File: src/rtl/stream_mux.sv
// M-to-1 valid/ready stream multiplexer with a registered output stage.
// The channel is chosen either by an external select (mode=0) or by a round-robin arbiter (mode=1).
module stream_mux #(
  parameter int unsigned N  = 32,
  parameter int unsigned M  = 4,
  parameter int unsigned SW = $clog2(M)
) (
  input  logic           clk,
  input  logic           rst,
  input  logic           mode,
  input  logic [SW-1:0]  S,
  input  logic [M*N-1:0] in_data,
  input  logic [M-1:0]   in_valid,
  output logic [M-1:0]   in_ready,
  output logic [N-1:0]   Y,
  output logic           Y_valid,
  output logic [SW-1:0]  Y_ch,
  input  logic           Y_ready
);

  logic [N-1:0]  r_y;
  logic [SW-1:0] r_y_ch;
  logic          r_y_valid;
  logic [SW-1:0] r_ptr;

  logic          w_load_en;
  logic          w_fix_vld;
  logic          w_rr_vld;
  logic [SW-1:0] w_rr_grant;
  logic          w_grant_vld;
  logic [SW-1:0] w_grant;
  logic [N-1:0]  w_grant_data;

  // The output slot can take a new beat when it is empty or being drained this cycle.
  assign w_load_en = !r_y_valid || Y_ready;

  // Fixed select: an S beyond the last channel never matches, so nothing is granted.
  always_comb begin
    w_fix_vld = 1'b0;
    for (int unsigned i = 0; i < M; i++) begin
      if (S == SW'(i)) w_fix_vld = in_valid[SW'(i)];
    end
  end

  // Round-robin: scan from ptr+1 upward, wrapping, first valid channel wins.
  always_comb begin
    int unsigned idx;
    w_rr_vld   = 1'b0;
    w_rr_grant = r_ptr;
    idx        = 0;
    for (int unsigned k = 1; k <= M; k++) begin
      idx = (32'(r_ptr) + k) % M;
      if (!w_rr_vld && in_valid[SW'(idx)]) begin
        w_rr_vld   = 1'b1;
        w_rr_grant = SW'(idx);
      end
    end
  end

  assign w_grant     = mode ? w_rr_grant : S;
  assign w_grant_vld = mode ? w_rr_vld : w_fix_vld;

  always_comb begin
    w_grant_data = '0;
    for (int unsigned i = 0; i < M; i++) begin
      if (w_grant == SW'(i)) w_grant_data = in_data[i*N +: N];
    end
  end

  // Ready is held low while reset is asserted so no beat is consumed during the reset cycle.
  always_comb begin
    in_ready = '0;
    for (int unsigned i = 0; i < M; i++) begin
      in_ready[SW'(i)] = w_grant_vld && (w_grant == SW'(i)) && w_load_en && !rst;
    end
  end

  always_ff @(posedge clk) begin
    if (rst) begin
      r_y       <= '0;
      r_y_ch    <= '0;
      r_y_valid <= 1'b0;
      r_ptr     <= SW'(M - 1);
    end else if (w_load_en) begin
      if (w_grant_vld) begin
        r_y       <= w_grant_data;
        r_y_ch    <= w_grant;
        r_y_valid <= 1'b1;
        if (mode) r_ptr <= w_grant;
      end else begin
        r_y_valid <= 1'b0;
      end
    end
  end

  assign Y       = r_y;
  assign Y_ch    = r_y_ch;
  assign Y_valid = r_y_valid;

  a_ready_onehot: assert property (@(posedge clk) disable iff (rst) $onehot0(in_ready));

endmodule

File: config.mk
export PLATFORM = sky130hd
export DESIGN_NAME = stream_mux
export DESIGN_NICKNAME = d
export VERILOG_FILES = /design/src/rtl/stream_mux.sv
export SDC_FILE = /design/constraint.sdc
export NUM_CORES = 1
export LEC_CHECK = 0
export ABC_AREA = 0
export CAP_MARGIN = 10
export CORE_UTILIZATION = 30
export DETAILED_ROUTE_END_ITERATION = 8
export SLEW_MARGIN = 40
export SYNTH_ARGS = -nofsm -noshare
export SYNTH_HDL_FRONTEND = slang
export SYNTH_SLANG_ARGS = --single-unit
File: constraint.sdc
create_clock -name clk -period 5.7 [get_ports clk]
set_input_delay 1.14 -clock clk [delete_from_list [all_inputs] [get_ports clk]]
set_output_delay 1.14 -clock clk [all_outputs]
set_load 0.01 [all_outputs]
==> metrics.json, run 1 <==
{
  "initial_standard_cell_utilization_of_the_core_pct": 31.0,
  "yosys_warnings": 0,
  "multiInputGateArea_mm2": 0.00221,
  "final_antenna_net_count": 0,
  "place.gp.congestion": 0.835,
  "die-area_mm2": 0.0117,
  "preCtsSetupSlack_ps": 689,
  "status": "completed",
  "cells_after_synthesis": 404,
  "synth_enable_flop_cells": 0,
  "n_fill_cell": 1093,
  "finalWirelength_um": 12400,
  "power.density_mw_per_mm2": 192,
  "r2r_setup_slack_ps": 2960,
  "vias": 3918,
  "worst_pin_slew_ps": 701,
  "grt.overflow.total": 0,
  "clk_latency_ps": 290,
  "dpl_cell_area_mm2": 0.00515,
  "avg_vias_per_cell": 5.73,
  "final.period_utilization_pct": 88.5,
  "fin_util_pct": 48.2,
  "synth_fp_nets": 542,
  "crit_top_cell": "sky130_fd_sc_hd__clkdlybuf4s50_1",
  "timing_hold_violations_final": 0,
  "portBuffers": 176,
  "rsz0062_at_grt": "false",
  "clk_path_buf_depth": 2,
  "maxSlewViolCount": 0,
  "post-cts-setup-buffer-count": 0,
  "synth_area_per_cell_um2": 8.34,
  "io_pins": 177,
  "holdBufCountCts": 0,
  "drt_drc_violations_left": 0,
  "postSynth.asyncResetShare_pct": 0,
  "regArea_um2": 741,
  "setup_total_negative_slack_ps": 0,
  "drive_above_1_share_pct": 6.99,
  "arrival_time_worst_endpoint_ps": 3910,
  "core_area_mm2": 0.0109,
  "synth_top_cell_by_area": "sky130_fd_sc_hd__dfxtp_1",
  "timing.max_slew.rel_slack_pct": 53.3,
  "cp-start-kind": "input port",
  "final_cell_mix": "sky130_fd_sc_hd__clkdlybuf4s50_1, sky130_fd_sc_hd__dfxtp_1, sky130_fd_sc_hd__nand2b_1",
  "fin_ws_ps": 654,
  "wire_per_inst_um": 18.2,
  "critPathMaxStageDelay_ps": 720,
  "first_global_vias": 3864,
  "hold_depth": 1,
  "clock_tree.htree_level_count": 2,
  "achievable-frequency_mhz": 198,
  "regToRegEndpoint": "Y[0]",
  "critPathRequiredTime_ps": 4560,
  "clk_transition_reported_paths_ps": 70,
  "hold_path.class": "reg -> reg",
  "setup.worst_path.class": "in -> out",
  "cts_tree": "yes",
  "dr.pass1.iters": 5,
  "synth_flop_cell": "sky130_fd_sc_hd__dfxtp_1",
  "die_width_um": 108,
  "layout.cells.most_common": "sky130_fd_sc_hd__clkdlybuf4s50_1",
  "tritoncts_buffer_count": 5,
  "max-cap-violations": 0,
  "finish.cell_count_without_fillers": 684,
  "grt_usage_pct": 21.1,
  "crit-reg2reg-launch": "r_ptr[1]",
  "power_mw": 1.01,
  "finalNetCount": 681,
  "cpMaxStageDelayCell": "sky130_fd_sc_hd__clkdlybuf4s50_1",
  "finClkSkew_ps": 11.7,
  "syn_area_mm2": 0.00337,
  "worstRegToRegCells": 8,
  "period_needed_ps": 5050,
  "endpoint": "in_ready[2]",
  "die_y_um": 108,
  "total_leakage_power_nw": 2.10,
  "critPathLaunch": "in_valid[1]",
  "pin_count_of_the_biggest_net_entering_global_routing": 66,
  "clk_root_buffer_cell": "sky130_fd_sc_hd__clkbuf_8",
  "synth_top_cells_by_area": "sky130_fd_sc_hd__dfxtp_1, sky130_fd_sc_hd__a32o_1, sky130_fd_sc_hd__a41o_1",
  "synth_sequential_area_ratio_pct": 22.0,
  "antenna_cells": 0,
  "yosys.area.top_type_share_pct": 22.0,
  "dpl.cell_count": 676,
  "ys_seq_elements": 37,
  "worst_ir_drop_vdd_mv": 0.0916,
  "setup_failing_eps_final": 0,
  "synth.distinct_cells": 38,
  "critical_path.max_fanout": 20,
  "tritoncts_num_sinks": 37,
  "dp.final_hpwl_um": 9050,
  "number_of_antenna_violations_at_the_first_check_in_global_routing": 0,
  "final_area_mm2": 0.00525,
  "finalHoldWorstSlack_ps": 467,
  "cp-end-kind": "output port",
  "cp_cell_sequence": "clkdlybuf4s50_1 > inv_1 > o2111ai_1 > and4_1 > nor2b_2 > buf_4 > and3_1 > clkdlybuf4s50_1",
  "post_cts_resize_count": 0,
  "first_iter_violations": 265,
  "first_pass_grt_wire_length_um": 19700,
  "flow.area_growth_from_synthesis_pct": 55.7,
  "std_cell_rows": 38
}
flip-flops by register name, summed over array words and instances (netlist names):
name / cells
Y: 32
Y_ch: 2
r_ptr: 2
Y_valid: 1
power breakdown:
part	internal, mW	switching (mW)
clock	0.110	0.101
sequential	0.294	0.0230
combinational	0.262	0.217
worst max-delay path, delay by kind of cell:
family,cells,cell delay [ps]
AND/OR/NAND/NOR,3,870
buffers and inverters,4,1620
AO/OA/AOI/OAI,1,270
how the worst min path moves through the flow:
stage             from       to  slack (ps)
2_1_floorplan  Y_valid  Y_valid         500
3_3_place_gp     Y[27]    Y[27]         450
3_5_place_dp     Y[24]    Y[24]         450
6_report         Y[24]    Y[24]         470
5_1_grt          Y[24]    Y[24]         480
4_1_cts          Y[24]    Y[24]         470
layout make-up:
| class | instances | area share, % |
|---|---|---|
| multi-input combinational | 272 | 42.1 |
| timing repair buffer | 190 | 35.9 |
| sequential | 37 | 14.1 |
| tap | 140 | 3.34 |
| inverter | 37 | 2.65 |
| clock buffer | 7 | 1.84 |
| clock inverter | 1 | 0.0954 |
layer usage:
layer	track usage, %	share of wire, %
met5	0	0
met2	35.7	48
met3	3.86	7.6
met1	27.2	42
met4	5.97	1.6
cells by family (layout without fill, tap and decap cells):
kind of cell	after synthesis	after routing	share of synthesized area [%]
mux	4	4	1.19
compound gates	206	206	52.6
simple gates	62	62	10.9
buf+inv	95	235	13.4
flops	37	37	22.0
Yosys cell counts, types with 2 or more instances:
| cell | n |
|---|---|
| sky130_fd_sc_hd__a211o_1 | 34 |
| sky130_fd_sc_hd__a21oi_1 | 33 |
| sky130_fd_sc_hd__a32o_1 | 32 |
| sky130_fd_sc_hd__a41o_1 | 32 |
| sky130_fd_sc_hd__and3_1 | 3 |
| sky130_fd_sc_hd__buf_2 | 15 |
| sky130_fd_sc_hd__buf_4 | 2 |
| sky130_fd_sc_hd__buf_6 | 9 |
| sky130_fd_sc_hd__clkbuf_1 | 30 |
| sky130_fd_sc_hd__dfxtp_1 | 37 |
| sky130_fd_sc_hd__inv_1 | 35 |
| sky130_fd_sc_hd__inv_2 | 2 |
| sky130_fd_sc_hd__mux2i_1 | 4 |
| sky130_fd_sc_hd__nand2_1 | 4 |
| sky130_fd_sc_hd__nand2b_1 | 37 |
| sky130_fd_sc_hd__nand3_1 | 2 |
| sky130_fd_sc_hd__nor2_1 | 7 |
| sky130_fd_sc_hd__nor3_1 | 3 |
| sky130_fd_sc_hd__o211ai_1 | 32 |
| sky130_fd_sc_hd__o311ai_0 | 32 |
| sky130_fd_sc_hd__o31a_1 | 2 |
Note: power is estimated with default switching activity, not from simulation.
==> run 2, diff against run 1 <==
HOLD_SLACK_MARGIN = 0.06   (was default)
==> results of run 2 <==
Final layout, timing and power as in run 1 (identical DEF).
==> run 3, diff against run 2 <==
CORE_UTILIZATION = 40   (was 30)
HOLD_SLACK_MARGIN = default   (was 0.06)
PLACE_DENSITY = 0.81   (was default)
==> run 3 against run 2 <==
Count of clock-buffer cells in the layout stayed put. Final cell count decreased by 5.8%. Worst hold slack better by 5.4 ps. Setup slack improved by 220 ps. Global-route usage is 4.8 points higher. Clock power shrank 7%. Register-to-register slack better by 80 ps. Critical endpoint unchanged.
==> metrics.json, run 3 (synthesized netlist as in run 1, its figures left out) <==
{
  "hold_start": "Y[19]",
  "post-cts-setup-buffer-count": 0,
  "finalNetCount": 677,
  "arrival_time_worst_endpoint_ps": 3690,
  "io_pins": 177,
  "critPathTopFamily": "buffers and inverters",
  "layout.cells.most_common": "sky130_fd_sc_hd__clkdlybuf4s50_1",
  "multiInputGateArea_mm2": 0.00221,
  "power.density_mw_per_mm2": 191,
  "rsz0062_at_grt": "false",
  "grt.overflow.total": 0,
  "setup_failing_eps_final": 0,
  "die-area_mm2": 0.00880,
  "std_cell_rows": 33,
  "timing_hold_violations_final": 0,
  "cpMaxStageDelayCell": "sky130_fd_sc_hd__clkdlybuf4s50_1",
  "period_needed_ps": 4830,
  "vias": 3978,
  "holdBufCountCts": 0,
  "first_pass_grt_wire_length_um": 18200,
  "critPathMaxStageDelay_ps": 730,
  "clk_root_buffer_cell": "sky130_fd_sc_hd__clkbuf_8",
  "dr.pass1.iters": 7,
  "status": "completed",
  "r2r_setup_slack_ps": 3040,
  "clk_transition_reported_paths_ps": 80,
  "place.gp.congestion": 0.822,
  "post_cts_resize_count": 0,
  "drt_drc_violations_left": 0,
  "setup_total_negative_slack_ps": 0,
  "antenna_cells": 0,
  "hold_depth": 1,
  "largest_register_ff_count": 32,
  "worstRegToRegCells": 6,
  "worst_pin_slew_ps": 691,
  "portBuffers": 176,
  "cp-start-kind": "input port",
  "timing.max_slew.rel_slack_pct": 53.9,
  "critPathBufInv": 3,
  "achievable-frequency_mhz": 207,
  "critPathRequiredTime_ps": 4560,
  "finalWirelength_um": 11600,
  "worstHoldEndpoint": "Y[19]",
  "max-cap-violations": 0,
  "die_width_um": 93.8,
  "regArea_um2": 741,
  "grt_usage_pct": 25.9,
  "first_iter_violations": 182,
  "pin_count_of_the_biggest_net_entering_global_routing": 66,
  "number_of_antenna_violations_at_the_first_check_in_global_routing": 0,
  "critical_path.max_fanout": 8,
  "total_leakage_power_nw": 2.07,
  "finClkSkew_ps": 10.8,
  "dp.final_hpwl_um": 8350,
  "n_fill_cell": 716,
  "cp_cell_sequence": "clkdlybuf4s50_1 > inv_1 > o2111ai_1 > and4_1 > nor2b_2 > and3_1 > clkdlybuf4s50_1",
  "final_area_mm2": 0.00515,
  "worst_ir_drop_vdd_mv": 0.0986,
  "regToRegEndpoint": "Y[0]",
  "avg_vias_per_cell": 6.18,
  "clock_tree.htree_level_count": 2,
  "crit_top_cell": "sky130_fd_sc_hd__clkdlybuf4s50_1",
  "flow.area_growth_from_synthesis_pct": 52.9,
  "setup.worst_path.class": "in -> out",
  "final_antenna_net_count": 0,
  "cp-end-kind": "output port",
  "clk_latency_ps": 290,
  "wire_per_inst_um": 18.0,
  "clk_path_buf_depth": 2,
  "die_y_um": 93.8,
  "cts_tree": "yes",
  "maxSlewViolCount": 0,
  "dpl_cell_area_mm2": 0.00507,
  "core_area_mm2": 0.00818,
  "initial_standard_cell_utilization_of_the_core_pct": 41.2,
  "crit-reg2reg-launch": "r_ptr[0]",
  "final_cell_mix": "sky130_fd_sc_hd__clkdlybuf4s50_1, sky130_fd_sc_hd__dfxtp_1, sky130_fd_sc_hd__nand2b_1",
  "tritoncts_num_sinks": 37,
  "first_global_vias": 3716,
  "tritoncts_buffer_count": 5,
  "hold_path.class": "reg -> reg",
  "final.period_utilization_pct": 84.7,
  "drive_above_1_share_pct": 6.12
}
-- run 3: how the worst max path moves through the flow --
stage	startpoint	to	cells past startpoint
2_1_floorplan	in_valid[1]	in_ready[0]	8
4_1_cts	S[1]	in_ready[2]	5
5_1_grt	in_valid[1]	in_ready[2]	7
3_5_place_dp	S[1]	in_ready[2]	5
6_report	in_valid[1]	in_ready[2]	7
3_3_place_gp	in_valid[1]	in_ready[2]	6
-- run 3: routing by layer --
layer	share of wire [%]	up-vias	global-route usage, %	wire length, um
met3	6.8	21	4.45	788
met5	0	-	0	0
li1	-	1894	-	-
met2	47	174	43.2	5500
met4	2.4	0	8.85	280
met1	43	1889	33.6	5050
-- run 3: worst reg2reg max path, cell delays in order, from the launching register on --
cell	delay, ps
sky130_fd_sc_hd__dfxtp_1	520
sky130_fd_sc_hd__inv_2	100
sky130_fd_sc_hd__o32ai_4	590
sky130_fd_sc_hd__o31a_2	260
sky130_fd_sc_hd__buf_4	540
sky130_fd_sc_hd__o211ai_1	240
sky130_fd_sc_hd__a32o_1	290
-- run 3: final cells by class --
class                   instances  area share (%)
repair buffers                186            35.8
inverters                      37            2.70
multi-input cells             272            42.9
clock buffers                   7            1.68
well taps                     105            2.55
flip-flops and latches         37            14.4
-- run 3: per-stage QoR --
stage,total power [mW],worst slack [ps],util [%],hold slack [ps],cells
CTS,0.982,799,63.0,472,644
global placement,0.775,798,61.5,448,635
global route,1.04,690,63.0,499,644
finish,0.983,873,63.0,472,644
floorplan,0.581,2060,-,499,404
detailed placement,0.789,806,62.0,454,637
-- run 3: where the power goes --
group / switching (mW) / internal [mW]
logic: 0.212 / 0.258
registers: 0.0240 / 0.294
clock network: 0.0986 / 0.0962
total: 0.335 / 0.648
